[src/rtl/regfile_pkg.sv]
// Shared definitions for the register-file dumper: sizes, FSM state type, byte split.
// Latency: n/a (types and a pure function only).
// Backpressure: n/a.
// Optional feature macro: REGDUMP_CHECKSUM_EN adds the SEND_CSUM state.
package regfile_pkg;

  localparam int REG_SEL_W  = 4;
  localparam int REG_DATA_W = 16;
  localparam int REG_COUNT  = 16;

  typedef enum logic [2:0] {
    IDLE,
    FETCH,
    SEND_A,
    SEND_B,
`ifdef REGDUMP_CHECKSUM_EN
    SEND_CSUM,
`endif
    DONE
  } dump_state_t;

  // Returns the first (second=0) or second (second=1) byte of a word on the wire.
  // The high byte goes first exactly when msb_first is set.
  function automatic logic [7:0] split_byte(input logic [REG_DATA_W-1:0] word,
                                            input logic msb_first,
                                            input logic second);
    split_byte = (msb_first != second) ? word[15:8] : word[7:0];
  endfunction

endpackage

[src/rtl/regfile_dumper_if.sv]
// Bundle between the dumper, the register file read port and the byte stream.
// Latency: n/a (wires only).
// Backpressure: out_valid/out_ready byte stream; read port is combinational.
// Ports (master = dumper side):
//   start, first_sel, last_sel   dump request and inclusive register range
//   read_select, read_data       register file read port
//   out_data, out_valid, out_ready  byte stream
//   busy, done                   status
interface regfile_dumper_if
  import regfile_pkg::*;
#(
  parameter int SEL_W  = REG_SEL_W,
  parameter int DATA_W = REG_DATA_W
);
  logic              start;
  logic [SEL_W-1:0]  first_sel;
  logic [SEL_W-1:0]  last_sel;
  logic [SEL_W-1:0]  read_select;
  logic [DATA_W-1:0] read_data;
  logic [7:0]        out_data;
  logic              out_valid;
  logic              out_ready;
  logic              busy;
  logic              done;

  modport master (
    input  start, first_sel, last_sel, read_data, out_ready,
    output read_select, out_data, out_valid, busy, done
  );

  modport slave (
    output start, first_sel, last_sel, read_data, out_ready,
    input  read_select, out_data, out_valid, busy, done
  );
endinterface

[src/rtl/regfile_dumper.sv]
// Walks a register range on start and streams each 16-bit word out as two bytes.
// Latency: first out_valid 2 cycles after start; 3 cycles per word with out_ready held high.
// Backpressure: out_data/out_valid held stable until out_ready; the walk stalls meanwhile.
// Ports: clk, reset_n (async active-low), bus (regfile_dumper_if.master).
// Optional feature macro: REGDUMP_CHECKSUM_EN appends an XOR checksum byte to each dump.
module regfile_dumper
  import regfile_pkg::*;
#(
  parameter int NUM_REGS  = REG_COUNT,
  parameter int SEL_W     = REG_SEL_W,
  parameter int DATA_W    = REG_DATA_W,
  parameter int MSB_FIRST = 1
) (
  input  logic             clk,
  input  logic             reset_n,
  regfile_dumper_if.master bus
);

  localparam logic MSB_BIT = (MSB_FIRST != 0);

  dump_state_t       state_q, state_nxt;
  logic [SEL_W-1:0]  read_select_q;
  logic [SEL_W-1:0]  last_sel_q;
  logic [DATA_W-1:0] word_q;
  logic [7:0]        out_data_c;
  logic              out_valid_c;
  logic              is_last;
  logic              byte_hs;

`ifdef REGDUMP_CHECKSUM_EN
  logic [7:0]        csum_q;
`endif

  assign is_last = (read_select_q == last_sel_q);
  assign byte_hs = out_valid_c && bus.out_ready;

  // State register
  always_ff @(posedge clk or negedge reset_n) begin
    if (!reset_n) state_q <= IDLE;
    else          state_q <= state_nxt;
  end

  // Next-state logic
  always_comb begin
    state_nxt = state_q;
    case (state_q)
      IDLE:   if (bus.start) state_nxt = FETCH;
      FETCH:  state_nxt = SEND_A;
      SEND_A: if (bus.out_ready) state_nxt = SEND_B;
      SEND_B: begin
        if (bus.out_ready) begin
`ifdef REGDUMP_CHECKSUM_EN
          state_nxt = is_last ? SEND_CSUM : FETCH;
`else
          state_nxt = is_last ? DONE : FETCH;
`endif
        end
      end
`ifdef REGDUMP_CHECKSUM_EN
      SEND_CSUM: if (bus.out_ready) state_nxt = DONE;
`endif
      DONE:    state_nxt = IDLE;
      default: state_nxt = IDLE;
    endcase
  end

  // Output logic: everything the stream sees is decoded from state plus held registers,
  // so out_data cannot move while a byte is waiting for out_ready.
  always_comb begin
    out_valid_c = 1'b0;
    out_data_c  = 8'h00;
    case (state_q)
      SEND_A: begin
        out_valid_c = 1'b1;
        out_data_c  = split_byte(word_q, MSB_BIT, 1'b0);
      end
      SEND_B: begin
        out_valid_c = 1'b1;
        out_data_c  = split_byte(word_q, MSB_BIT, 1'b1);
      end
`ifdef REGDUMP_CHECKSUM_EN
      SEND_CSUM: begin
        out_valid_c = 1'b1;
        out_data_c  = csum_q;
      end
`endif
      default: ;
    endcase
  end

  // Datapath: range latch, read pointer, word capture
  always_ff @(posedge clk or negedge reset_n) begin
    if (!reset_n) begin
      read_select_q <= '0;
      last_sel_q    <= '0;
      word_q        <= '0;
    end else begin
      if (state_q == IDLE && bus.start) begin
        read_select_q <= bus.first_sel;
        last_sel_q    <= bus.last_sel;
      end
      // Word is sampled once here; later register writes do not affect the bytes sent.
      if (state_q == FETCH) word_q <= bus.read_data;
      if (state_q == SEND_B && bus.out_ready && !is_last) begin
        read_select_q <= (read_select_q == SEL_W'(NUM_REGS - 1)) ? '0 : read_select_q + 1'b1;
      end
    end
  end

`ifdef REGDUMP_CHECKSUM_EN
  // Running XOR over the data bytes actually accepted in this dump.
  always_ff @(posedge clk or negedge reset_n) begin
    if (!reset_n) begin
      csum_q <= '0;
    end else if (state_q == IDLE && bus.start) begin
      csum_q <= '0;
    end else if (byte_hs && (state_q == SEND_A || state_q == SEND_B)) begin
      csum_q <= csum_q ^ out_data_c;
    end
  end
`else
  logic unused_hs;
  assign unused_hs = byte_hs;
`endif

  assign bus.read_select = read_select_q;
  assign bus.out_data    = out_data_c;
  assign bus.out_valid   = out_valid_c;
  assign bus.busy        = (state_q != IDLE);
  assign bus.done        = (state_q == DONE);

endmodule

[src/flat_wrapper.sv]
// flat-port wrapper written by rule: the top's interface ports become plain ports
module regfile_dumper_flat import regfile_pkg::*;
#(
  parameter int NUM_REGS  = REG_COUNT,
  parameter int SEL_W     = REG_SEL_W,
  parameter int DATA_W    = REG_DATA_W,
  parameter int MSB_FIRST = 1
)
  (clk, reset_n, bus_start, bus_first_sel, bus_last_sel, bus_read_data, bus_out_ready, bus_read_select, bus_out_data, bus_out_valid, bus_busy, bus_done);
  regfile_dumper_if #(.SEL_W(SEL_W), .DATA_W(DATA_W)) bus_i ();
  input  logic clk;
  input  logic reset_n;
  input wire logic [$bits(bus_i.start)-1:0] bus_start;
  input wire logic [$bits(bus_i.first_sel)-1:0] bus_first_sel;
  input wire logic [$bits(bus_i.last_sel)-1:0] bus_last_sel;
  input wire logic [$bits(bus_i.read_data)-1:0] bus_read_data;
  input wire logic [$bits(bus_i.out_ready)-1:0] bus_out_ready;
  output wire logic [$bits(bus_i.read_select)-1:0] bus_read_select;
  output wire logic [$bits(bus_i.out_data)-1:0] bus_out_data;
  output wire logic [$bits(bus_i.out_valid)-1:0] bus_out_valid;
  output wire logic [$bits(bus_i.busy)-1:0] bus_busy;
  output wire logic [$bits(bus_i.done)-1:0] bus_done;
  assign bus_i.start = bus_start;
  assign bus_i.first_sel = bus_first_sel;
  assign bus_i.last_sel = bus_last_sel;
  assign bus_i.read_data = bus_read_data;
  assign bus_i.out_ready = bus_out_ready;
  assign bus_read_select = bus_i.read_select;
  assign bus_out_data = bus_i.out_data;
  assign bus_out_valid = bus_i.out_valid;
  assign bus_busy = bus_i.busy;
  assign bus_done = bus_i.done;
  regfile_dumper #(.NUM_REGS(NUM_REGS), .SEL_W(SEL_W), .DATA_W(DATA_W), .MSB_FIRST(MSB_FIRST)) u_core (.clk(clk), .reset_n(reset_n), .bus(bus_i));
endmodule
[config.mk]
export PLATFORM = sky130hd
export DESIGN_NAME = regfile_dumper_flat
export DESIGN_NICKNAME = d
export VERILOG_FILES = /design/src/rtl/regfile_pkg.sv /design/src/rtl/regfile_dumper_if.sv /design/src/rtl/regfile_dumper.sv /design/src/flat_wrapper.sv
export SDC_FILE = /design/constraint.sdc
export NUM_CORES = 1
export LEC_CHECK = 0
export BUFFER_PORTS_ARGS = -buffer_cell sky130_fd_sc_hd__buf_2
export CAP_MARGIN = 25
export CORE_MARGIN = 2
export CORE_UTILIZATION = 47
export CTS_BUF_LIST = sky130_fd_sc_hd__clkbuf_2 sky130_fd_sc_hd__clkbuf_4 sky130_fd_sc_hd__clkbuf_8
export CTS_CLUSTER_DIAMETER = 80
export DETAILED_ROUTE_END_ITERATION = 8
export GPL_TIMING_DRIVEN = 1
export PLACE_DENSITY = 0.8
export SYNTH_ARGS = -nofsm -noshare
export SYNTH_HDL_FRONTEND = slang
export SYNTH_SLANG_ARGS = --single-unit
[constraint.sdc]
create_clock -name clk -period 1.5 [get_ports clk]
set_clock_uncertainty 0.1 [all_clocks]
set_input_delay 0.225 -clock clk [delete_from_list [all_inputs] [get_ports clk]]
set_output_delay 0.225 -clock clk [all_outputs]
set_load 0.02 [all_outputs]
======== Word level (Yosys, flattened, before mapping) ========
Index checks and enable logic that the tools add are counted.
storage, ports and cells
  bits in registers ....................... 27
  bits in latches ......................... 0
  memory bits (writable) .................. 0
  ROM bits ................................ 0
  bits of input ports ..................... 28
  output and inout port bits .............. 15
  logic and storage cells ................. 33
  memories kept ........................... 0
operators by class
  $add $sub $neg .......................... 1
  $mul .................................... 0
  divide/modulo/power cells ............... 0
  $lt $le $gt $ge ......................... 0
  equal/unequal tests ..................... 9
  shift operators ......................... 0
  muxes and demuxes ....................... 10
  bitwise operators ....................... 0
  reduce and logical (&&, ||, !) cells .... 9
operators with widths
  cell                                                                   count
  8-bit case mux with 2 select lines                                     1
  3-bit two-way mux                                                      4
  4-bit two-way mux                                                      3
  3-bit case mux with 4 select lines                                     1
  3-bit by 2-bit equality test with 1-bit output, second input constant  2
  2-bit inequality test, second input constant                           3
  4-bit by 1-bit adder with 4-bit output, second input constant          1
  4-bit equality test                                                    1
  4-bit equality test, second input constant                             1
  3-bit by 1-bit equality test with 1-bit output, second input constant  1
  3-bit equality test, second input constant                             1
  1-bit logical AND                                                      3
  3-bit logical NOT                                                      1
  3-bit AND reduction                                                    1
  3-bit nonzero test                                                     1
  2-bit nonzero test                                                     1
  2-bit OR reduction                                                     1
  1-bit logical NOT                                                      1
  1-bit two-way mux                                                      1

======== Longest topological paths before layout ========
  word-level depth ........................ 4
  mapped depth ............................ 5
  mapped depth without buffers ............ 5

======== Least setup slack after synthesis ========
Ideal clock, no wire load.
  kind .................................... reg2reg
  from .................................... register u_core.state_q[1]
  to ...................................... register u_core.last_sel_q[0]
  library setup time ...................... 125 ps
  arrival ................................. 1,432 ps
  data required time ...................... 1,275 ps
  path slack .............................. -157 ps
  stages on the path, launching flop included .. 5
  path buffers ............................ 1
  period minus slack after synthesis ...... 1,657 ps
  cell sequence ........................... dfrtp_1 -> buf_6 -> or3_4 -> nor2_8 -> mux2_2
between the ends
  longest elaborated chain between the ends .. 2
ends and longest elaborated chain
  what                    RTL line               text
  from (decl)             regfile_dumper.sv:21   dump_state_t state_q, state_nxt;
  from (signal assigned)  regfile_dumper.sv:40   else state_q <= state_nxt;
  3-bit logical NOT       regfile_dumper.sv:98   if (state_q == IDLE && bus.start) begin
  1-bit logical AND       regfile_dumper.sv:98
  to (signal assigned)    regfile_dumper.sv:100  last_sel_q <= bus.last_sel;
  to (decl)               regfile_dumper.sv:23   logic [SEL_W-1:0] last_sel_q;
No other way between the ends.
A chain may end at the register's enable or synchronous reset.

======== Worst setup path after layout ========
Same ends and word-level chain as after synthesis.

==> summary.md <==
| Metric | Value |
|---|---|
| Status | finished with violations |
| Failing checks | negative setup slack |
| Crit start category | flop |
| Worst-path clk slew | 0.15 ns |
| Compound-Gate Fraction of Synth Area | 8.05% |
| R2R depth | 5 |
| Worst setup EP type | flop |
| Adder-cell area share of the yosys netlist | 0.915% |
| Clk root buf | clkbuf_4 |
| WP data required | 1.63 ns |
| Commonest non-fill, non-tap cells in the layout | buf_2, dfrtp_1, mux2_4 |
| Worst-margin pin slew | 0.619 ns |
| Crit path capture | u_core.last_sel_q[0]$_DFFE_PN0P_ |
| Critical path class | reg -> reg |
| Setup violators final | 35 |
| Mux contribution to synthesized area | 23.8% |
| CP startpoint | u_core.state_q[1]$_DFFE_PN0P_ |
| GRT overflow | 0 |
| Die Y | 57.9 um |
| First-pass GRT wire length | 5.68 mm |
| # IOs | 43 |
| Most common cell after layout, fill and taps aside | buf_2 |
| R2r setup slk | -0.29 ns |
| Die Width | 57.9 um |
| Die area | 3360 um2 |
| Cell variety after synth | 32 |
| Max cap viols | 0 |
| Final Hold Fails | 0 |
| Slack of the critical path | -0.289 ns |
| Synthesized area | 1370 um2 |
| Routed len/inst | 17.7 um |
| Util after Layout | 79.9% |
| Vias per cell | 5.49 |
| Final #Nets | 213 |
| Total track usage | 22.0% |
| Skew-Pair Late Insertion Delay | 0.33 ns |
| Synthesized instance count | 109 |
| Fin crit share | 119% |
| Slew margin rel. | 58.7% |
| Max-slew violation count | 0 |
| Initial Util | 49.6% |
| Hold crit path type | in -> reg |
| Number of synthesis warnings | 0 |
| Setup Slack @ Placement | -0.0743 ns |
| Diode count | 0 |
| Period minus WS final | 1.79 ns |
| Worst vdd ir | 0.00214 V |
| FMAX | 559 MHz |
| Detailed Routing Iterations Pass 1 | 4 |
| Crit path DAT | 1.92 ns |
| PortBufs | 42 |
| H-tree Lvls | 1 |
| Residual DRC count | 0 |
| R2r startpoint | u_core.state_q[1]$_DFFE_PN0P_ |
| Maximum buffer depth of the clock tree | 2 |
| Std cell rows | 19 |
| Total routed wirelength | 3.78 mm |
| RR Endpoint | u_core.last_sel_q[0]$_DFFE_PN0P_ |
| Area Overhead vs Synth | 61.0% |
| Initial antenna violation count | 0 |
| Clock buffer count from CTS | 3 |
| Antenna-violating nets left | 0 |
| RSZ-0062 raised after global routing | true |
| Synth Area in Simple Gates | 11.3% |
| Core Region | 2760 um2 |
| Largest family of logic cells by synthesized area | multiplexers |
| Syn nets | 138 |
| Clk sink count | 27 |
| Drt first-iter violations | 21 |
| Hpwl dp | 2.11 mm |
| Seq/Total Area, Yosys | 49.4% |
| Hold WS | 0.0150 ns |
| Vias | 1,174 |
| Synth Register Bits | 27 |
| Xor/xnor share of the synthesized area | 2.56% |
| Pwr Density | 2400 nW/um2 |
| Layout cells sized above 1 | 67.8% |
| Leak pwr | 1.06 nW |
| Placer Congestion | 0.743 |
| Largest net degree at the start of global routing | 28 |
| CTS tree | done |
| Vias in the first global route | 1,189 |
| Syn Area/Cell | 12.5 um2 |
| Critical Path Fanout Max | 5 |
## per-layer routing
| metal | track usage (%) | vias up | share of wire [%] |
|---|---|---|---|
| met1 | 30.6 | 595 | 42 |
| met2 | 35.7 | 32 | 53 |
| met3 | 2.23 | 8 | 3.3 |
| met4 | 7.97 | 0 | 2.0 |
| met5 | 0 | - | 0 |
| li1 | - | 539 | - |
## stage by stage
stage | TNS [ns] | power (mW) | area, um2 | instances
after floorplan | -1.14 | 3.07 | 1430 | 109
after CTS | -5.39 | 4.71 | 2020 | 208
after global placement | -0.161 | 3.60 | 1720 | 186
final | -6.82 | 5.29 | 2200 | 214
after global routing | -8.26 | 5.57 | 2200 | 214
after detailed placement | -1.00 | 3.71 | 1720 | 186
## area by class of cell
cell class                      count  area, um2
Sequential cell                    27        682
Clock inverter                      1       7.51
Fill cell                         142        556
Multi-Input combinational cell     75        840
Clock buffer                        3       22.5
Tap cell                           31       38.8
Timing Repair Buffer               73        597
Inverter                            4       15.0
## worst max-delay path: stages (launching register included)
cell,delay [ns]
dfrtp_1,0.43
buf_6,0.13
or3_4,0.42
buf_12,0.15
nor2_8,0.14
mux2_4,0.32
## cells by family (layout without fill, tap and decap cells)
kind of cell / Yosys count / after routing
adder cells (fa/ha/maj): 1 / 1
flip-flops: 27 / 27
buffers and inverters: 9 / 81
multiplexers: 30 / 30
AO/OA/AOI/OAI: 14 / 14
AND/OR/NAND/NOR: 24 / 26
XOR/XNOR: 4 / 4
## state kept, by name, indices dropped and copies added (netlist names)
name and count:
u_core.last_sel_q 4, u_core.state_q 3, u_core.bus.read_select 4, u_core.word_q 16
## where the power goes
part / switching [mW] / internal, mW / total [mW] / leakage, nW
Clock: 0.225 / 0.102 / 0.327 / 0.0139
Sequential: 0.326 / 1.10 / 1.43 / 0.315
Combinational: 1.52 / 2.02 / 3.54 / 0.735
## synthesized netlist by cell type
cell type  count  area, um2
dfrtp_1       27        676
o21ai_1        1       5.00
or2b_1         1       7.51
o21ai_2        1       8.76
buf_4          1       7.51
buf_2          1       5.00
nor3b_4        1       18.8
nor2_8         1       20.0
nand4b_1       1       8.76
nand2_1        4       15.0
nand3_1        3       15.0
nor3b_1        1       7.51
a41oi_2        1       16.3
o31a_2         1       10.0
a311oi_1       1       8.76
a31oi_1        2       12.5
o21ai_0        2       10.0
a211o_2        1       10.0
a21oi_1        1       5.00
a21o_1         1       7.51
xnor2_1        4       35.0
mux2i_1       10        100
nor2_1         9       33.8
o21bai_1       1       7.51
clkbuf_1       1       3.75
inv_1          4       15.0
or3_4          1       11.3
and4_1         2       17.5
ha_1           1       12.5
buf_6          2       22.5
o311ai_0       1       8.76
mux2_2        20        225
## worst min-delay path by stage
stage	startpoint	end	slack (ns)	cells past startpoint
final	bus_read_data[9]	u_core.word_q[9]$_DFFE_PN0P_	0.02	2
after global routing	bus_read_data[12]	u_core.word_q[12]$_DFFE_PN0P_	-0.005	2
after CTS	bus_read_data[9]	u_core.word_q[9]$_DFFE_PN0P_	0.004	2
after detailed placement	reset_n	u_core.word_q[0]$_DFFE_PN0P_	0.16	1
after global placement	reset_n	u_core.word_q[8]$_DFFE_PN0P_	0.16	1
after floorplan	reset_n	u_core.bus.read_select[0]$_DFFE_PN0P_	-0.17	0
## repair_timing
action	in CTS	in global routing
buffers inserted	13	7
endpoints found under the setup margin	35	36
resized for setup	35	29
hold endpoints to repair	28	0
hold buffers	2	0
pin swaps	2	8
cloned	3	0
Power figures use the tool's default switching activity.
